### config.mk
export PLATFORM = sky130hd
export DESIGN_NAME = id_to_exe
export DESIGN_NICKNAME = d
export VERILOG_FILES = /design/src/rtl/id_to_exe.sv
export SDC_FILE = /design/constraint.sdc
export NUM_CORES = 1
export LEC_CHECK = 0
export CORE_AREA = 2 2 145 147
export CTS_CLUSTER_DIAMETER = 60
export DETAILED_ROUTE_END_ITERATION = 10
export DIE_AREA = 0 0 147 149
export GPL_TIMING_DRIVEN = 0
export MAX_ROUTING_LAYER = met4
export PLACE_DENSITY_LB_ADDON = 0.25
export SYNTH_ARGS = -nofsm -noshare
export SYNTH_HDL_FRONTEND = slang
export SYNTH_SLANG_ARGS = --single-unit
### constraint.sdc
create_clock -name clk -period 1.5 [get_ports clk]
set_clock_uncertainty 0.15 [all_clocks]
set_input_delay 0.225 -clock clk [delete_from_list [all_inputs] [get_ports clk]]
set_output_delay 0.225 -clock clk [all_outputs]
set_load 0.005 [all_outputs]
### src/rtl/id_to_exe.sv
// ID/EXE pipeline register.
// Captures decoded operands and control from the decode stage. It holds them
// while the pipeline is frozen and loads a bubble when a taken branch
// flushes the stage. A two-state EMPTY/FULL machine tracks whether the stage
// holds a real instruction.
// Optional feature: define ID_TO_EXE_FORWARDING_EN to register src1/src2/isImm
// and forward results from the EXE/MEM and MEM/WB registers onto
// val1/val2/reg2.
module id_to_exe #(
  parameter int WORD_LEN          = 32,
  parameter int EXE_CMD_LEN       = 4,
  parameter int REG_FILE_ADDR_LEN = 5
) (
  input  logic                         clk,
  input  logic                         rst,
  input  logic                         freeze,
  input  logic                         flush,
  input  logic [WORD_LEN-1:0]          PCIn,
  input  logic [WORD_LEN-1:0]          val1In,
  input  logic [WORD_LEN-1:0]          val2In,
  input  logic [WORD_LEN-1:0]          reg2In,
  input  logic [EXE_CMD_LEN-1:0]       EXE_CMD_IN,
  input  logic [REG_FILE_ADDR_LEN-1:0] destIn,
  input  logic [REG_FILE_ADDR_LEN-1:0] src1In,
  input  logic [REG_FILE_ADDR_LEN-1:0] src2In,
  input  logic                         isImmIn,
  input  logic                         MEM_R_EN_IN,
  input  logic                         MEM_W_EN_IN,
  input  logic                         WB_EN_IN,
  input  logic [REG_FILE_ADDR_LEN-1:0] memDest,
  input  logic                         memWbEn,
  input  logic [WORD_LEN-1:0]          memAluResult,
  input  logic [REG_FILE_ADDR_LEN-1:0] wbDest,
  input  logic                         wbWbEn,
  input  logic [WORD_LEN-1:0]          wbValue,
  output logic [WORD_LEN-1:0]          PC,
  output logic [WORD_LEN-1:0]          val1,
  output logic [WORD_LEN-1:0]          val2,
  output logic [WORD_LEN-1:0]          reg2,
  output logic [EXE_CMD_LEN-1:0]       EXE_CMD,
  output logic [REG_FILE_ADDR_LEN-1:0] dest,
  output logic                         MEM_R_EN,
  output logic                         MEM_W_EN,
  output logic                         WB_EN,
  output logic                         valid
);

  typedef enum logic {
    EMPTY = 1'b0,
    FULL  = 1'b1
  } state_t;

  state_t state_reg, state_next;
  logic   load_en;
  logic   clear_en;

  logic [WORD_LEN-1:0]          pc_reg;
  logic [WORD_LEN-1:0]          val1_reg;
  logic [WORD_LEN-1:0]          val2_reg;
  logic [WORD_LEN-1:0]          reg2_reg;
  logic [EXE_CMD_LEN-1:0]       exe_cmd_reg;
  logic [REG_FILE_ADDR_LEN-1:0] dest_reg;
  logic                         mem_r_en_reg;
  logic                         mem_w_en_reg;
  logic                         wb_en_reg;

  // State register; reset always wins and leaves the stage empty.
  always_ff @(posedge clk) begin
    if (rst) state_reg <= EMPTY;
    else     state_reg <= state_next;
  end

  // Next state and load/clear strobes: flush beats freeze, freeze beats load.
  always_comb begin
    state_next = state_reg;
    load_en    = 1'b0;
    clear_en   = 1'b0;
    if (flush) begin
      state_next = EMPTY;
      clear_en   = 1'b1;
    end else if (!freeze) begin
      state_next = FULL;
      load_en    = 1'b1;
    end
  end

  // Payload registers: cleared on reset or bubble, captured on load, else held.
  always_ff @(posedge clk) begin
    if (rst || clear_en) begin
      pc_reg       <= '0;
      val1_reg     <= '0;
      val2_reg     <= '0;
      reg2_reg     <= '0;
      exe_cmd_reg  <= '0;
      dest_reg     <= '0;
      mem_r_en_reg <= 1'b0;
      mem_w_en_reg <= 1'b0;
      wb_en_reg    <= 1'b0;
    end else if (load_en) begin
      pc_reg       <= PCIn;
      val1_reg     <= val1In;
      val2_reg     <= val2In;
      reg2_reg     <= reg2In;
      exe_cmd_reg  <= EXE_CMD_IN;
      dest_reg     <= destIn;
      mem_r_en_reg <= MEM_R_EN_IN;
      mem_w_en_reg <= MEM_W_EN_IN;
      wb_en_reg    <= WB_EN_IN;
    end
  end

  assign valid   = (state_reg == FULL);
  assign PC      = pc_reg;
  assign EXE_CMD = exe_cmd_reg;
  assign dest    = dest_reg;
  // Side-effecting enables are gated so an empty stage can never write.
  assign MEM_R_EN = mem_r_en_reg & valid;
  assign MEM_W_EN = mem_w_en_reg & valid;
  assign WB_EN    = wb_en_reg & valid;

`ifdef ID_TO_EXE_FORWARDING_EN
  logic [REG_FILE_ADDR_LEN-1:0] src1_reg;
  logic [REG_FILE_ADDR_LEN-1:0] src2_reg;
  logic                         is_imm_reg;
  logic                         mem_hit1, wb_hit1, mem_hit2, wb_hit2;
  logic [WORD_LEN-1:0]          fwd_src1, fwd_src2;

  // Source registers follow the same reset/flush/freeze rules as the payload.
  always_ff @(posedge clk) begin
    if (rst || clear_en) begin
      src1_reg   <= '0;
      src2_reg   <= '0;
      is_imm_reg <= 1'b0;
    end else if (load_en) begin
      src1_reg   <= src1In;
      src2_reg   <= src2In;
      is_imm_reg <= isImmIn;
    end
  end

  // Bypass selection: register 0 never forwards; the younger MEM result wins.
  always_comb begin
    mem_hit1 = memWbEn && (src1_reg != '0) && (memDest == src1_reg);
    wb_hit1  = wbWbEn  && (src1_reg != '0) && (wbDest  == src1_reg);
    mem_hit2 = memWbEn && (src2_reg != '0) && (memDest == src2_reg);
    wb_hit2  = wbWbEn  && (src2_reg != '0) && (wbDest  == src2_reg);

    fwd_src1 = val1_reg;
    if (mem_hit1)     fwd_src1 = memAluResult;
    else if (wb_hit1) fwd_src1 = wbValue;

    fwd_src2 = reg2_reg;
    if (mem_hit2)     fwd_src2 = memAluResult;
    else if (wb_hit2) fwd_src2 = wbValue;

    val1 = fwd_src1;
    reg2 = fwd_src2;
    // An immediate operand B has no source register to bypass.
    val2 = is_imm_reg ? val2_reg : fwd_src2;
    if (!is_imm_reg && !mem_hit2 && !wb_hit2) val2 = val2_reg;
  end
`else
  // Forwarding inputs stay on the port list so both builds share one wrapper.
  logic unused_fwd_inputs;
  assign unused_fwd_inputs = ^{src1In, src2In, isImmIn, memDest, memWbEn,
                               memAluResult, wbDest, wbWbEn, wbValue};

  assign val1 = val1_reg;
  assign val2 = val2_reg;
  assign reg2 = reg2_reg;
`endif

endmodule

Word level (Yosys, flattened, before mapping)
Index checks and enable logic that the tools add are counted.
- reduce and logical (&&, ||, !) cells: 2
- bitwise gates (word level): 3
- mux-type cells: 3
- operators by type and width (kind ; count):
    $and 1x1->1 ; 3
    $mux 1 ; 3
    $reduce_or 2->1 ; 1
    $logic_or 1x1->1 ; 1
- bits of input ports: 231
- logic and storage cells: 18
- output and inout bits: 141
- flip-flop bits (word level): 141

Depth between registers and ports, before layout
- depth in word-level cells: 2
- gate-level depth with buffers: 5
- mapped depth without buffers: 2

Worst setup path after synthesis
OpenSTA, ideal clock, no wires.
- path kind: input to register
- start point: input port freeze
- end point: register pc_reg[0], in the netlist PC[0]
- buffers on the path: 3
- arrival time: 884 ps
- stages on the path: 5
- path slack: 351 ps
- required time: 1236 ps
- library setup time: 114 ps
- cell sequence: buf_2 buf_6 buf_6 mux2i_1 nor2_1
- word-level cells in the longest chain between the ends: 2
- RTL lines (what ; RTL line ; source):
    from (decl) ; 16 ; input logic freeze,
    $mux 1 ; 81 ; end else if (!freeze) begin
    $mux 1 ; 78 ; if (flush) begin
    to (signal assigned) ; 100 ; pc_reg <= PCIn;
    to (decl) ; 57 ; logic [WORD_LEN-1:0] pc_reg;
Every way passes these cells.
A chain may end at the register's enable or synchronous reset.

Worst setup path in the final report
- start point: register pc_reg[30], in the netlist PC[30]
- end point: output port PC[30]
- RTL lines (what ; RTL line ; source):
    to (decl) ; 36 ; output logic [WORD_LEN-1:0] PC,
No word-level cell between the ends.

==> results <==
power by group through the flow:
stage,combinational (W),clock (W),sequential (W)
finish,0.00106,0.00433,0.00393
global route,0.00115,0.00467,0.00394
CTS,0.00108,0.00449,0.00393
detailed placement,0.00116,0,0.00401
global placement,0.00116,0,0.00401
floorplan,0.000438,0,0.00402
area by class of cell:
type / count / share of cell area
Tap cell: 275 / 0.03969
Clock buffer: 19 / 0.05225
Sequential cell: 141 / 0.3269
Multi-Input combinational cell: 285 / 0.2258
Timing Repair Buffer: 283 / 0.3051
Buffer: 32 / 0.03219
Clock inverter: 13 / 0.01761
Inverter: 1 / 0.0004330
cells in the mapped netlist (all sizes together):
library cell,number,area share
and2,3,0.0037
or2,1,0.0012
buf,27,0.051
dfxtp,141,0.56
inv,1,0.00074
clkbuf,5,0.0037
a21oi,1,0.00099
mux2i,140,0.28
nor2,140,0.10
cells in the final DEF, fill, tap and decap left out, types with 5 or more instances in the layout:
cell type / n
inv_6: 5
mux2i_1: 140
clkbuf_16: 17
dlygate4sd2_1: 138
nor2_1: 140
buf_6: 20
dfxtp_1: 132
dfxtp_2: 9
clkdlybuf4s50_1: 142
buf_2: 10
clkbuf_1: 5
cells by family (layout without fill, tap and decap cells):
logic type | after synthesis | after routing
simple gates | 144 | 144
compound gates | 1 | 1
flops | 141 | 141
mux | 140 | 140
buf+inv | 33 | 348
metal layers:
layer / track usage / routed length, um / up-vias
met5: - / 0 / -
li1: - / - / 2119
met3: 0.06055 / 1507 / 13
met4: 0.04856 / 191 / 0
met2: 0.2164 / 6666 / 194
met1: 0.1643 / 6443 / 1865
what timing repair did:
action                                 CTS  global route
hold buffers                             0             0
endpoints found under the hold margin    0             0
setup endpoints to repair              141             0
gates resized for setup                159             0
through the flow:
step / instances / setup WS [ns] / util
floorplan: 459 / 0.3511 / -
global placement: 1017 / -0.3235 / 0.4008
detailed placement: 1017 / -0.3500 / 0.4008
CTS: 1049 / 0.02949 / 0.4217
global route: 1049 / 0.004338 / 0.4217
finish: 1049 / 0.07216 / 0.4217
worst reg2reg max path, cell delays in order (launching register included):
cell and delay, ns:
dfxtp_2 0.34, mux2i_1 0.14, nor2_1 0.05
how the worst min path moves through the flow:
| stage | start | endpoint | cells after the start |
|---|---|---|---|
| 2_1_floorplan | EXE_CMD_IN[0] | EXE_CMD[0]$_SDFFE_PP0P_ | 2 |
| 5_1_grt | freeze | PC[24]$_SDFFE_PP0P_ | 4 |
| 4_1_cts | freeze | PC[24]$_SDFFE_PP0P_ | 4 |
| 6_report | freeze | PC[24]$_SDFFE_PP0P_ | 4 |
| 3_5_place_dp | val1[11]$_SDFFE_PP0P_ | val1[11]$_SDFFE_PP0P_ | 2 |
| 3_3_place_gp | valid$_SDFFE_PP0N_ | valid$_SDFFE_PP0N_ | 2 |
==> metrics <==
Final min period 1.428 ns; antenna-violating nets left 0; H-tree levels 4; IO Port Bufs 283; clock buffer depth 2; Final Hold Fails 0; Gate Count Post-Synth 459; clk_lat worst skew 0.41 ns; required time worst endpoint 1.12 ns; Comb pwr share 0.114; Worst Tran Pin Value 0.5815 ns; grt total ovfl 0; mux contribution to synthesized area 0.2768; Switch Pwr 0.002193 W; Max Freq 700.4 MHz; Wirelength per Cell 14.12 um; R2R setup slack 0.69 ns; largest family of logic cells by synthesized area multiplexers; switch share 0.2355; mapped cell area 5062 um2; internal power 0.007121 W; initial antenna violation count 0; post-route setup TNS 0 ns; synth unique cells 10; hold slack 0.2227 ns; share of layout cells above drive strength 1 0.09173; Max VDD drop 0.7554 mV; Critical Path Max Stage Delay 0.37 ns; chip height 149 um; Final HPWL DP 11050 um; Post-Synth XOR/XNOR Area 0; Min-Delay Path Class input port to flip-flop; R2R Path End PC[25]$_SDFFE_PP0P_; status finished, final reports clean; die footprint 21900 um2; Crit path buffers/inverters 1; initial DRC count 77; clock share of power 0.464; area of the multi-input gates 1957 um2; I/O pin count 372; Synth Warn # 0; Setup Viol. Count Final 0; final wirelength 14810 um; vias per cell 3.995; CTS tree yes; post-route cell area 8668 um2; crit-path max FO 2; Final #Nets 992; Levels on crit path 1; Arr. time, crit path 1.05 ns; number of synthesized register bits 141; syn_area_per_cell 11.03 um2; Tot Pwr 0.009314 W; RSZ-0062 raised after global routing no; Power Dens Cells 1074 nW/um2; Reg2Reg Depth 2; Initial Util 0.2463; DIE WIDTH 147 um; register area 2834 um2; FP Rows 53; Core Area 20560 um2; DRT Pass-1 Iters 4; simple logic cell fraction of the synthesized area 0.1087; first-pass GRT wire length 23000 um; Post-CTS Setup Inserts 0; clk slew on worst S/H paths 0.06 ns; Placed Area 8239 um2; Compound-Gate Fraction of Synth Area 0.0009886; sequential share of the synthesized area 0.5576; Final Cycle Share 0.9519; DR vias 4191; critical path capture point PC[30]; RR Startpoint PC[25]$_SDFFE_PP0P_; crit start category flip-flop; Synth Area in Adders 0; total CTS buffers 17; Crit-path slowest cell dfxtp_1; crit end category output port; Final GP Congestion 0.7269; Setup CP Type flip-flop to output port; Root Driver clkbuf_16; Critical Path, Cell by Cell dlygate4sd2_1; Area Overhead vs Synth 71.23%; vias in the first global route 4264; Reg power frac 0.422; Crit. Startpoint PC[30]$_SDFFE_PP0P_; Ant. Diodes 0; Slew headroom 0.6123; Filler cells 2051; DRC 0; Top delay family on crit path flip-flops; P_leak 4.266 nW; maxcap violations 0; clk sinks 141; max-slew violations 0; Mapped Nets 690; GRT Overall Usage 0.1403; largest net degree at the start of global routing 17
(Power assumes the default switching activity.)
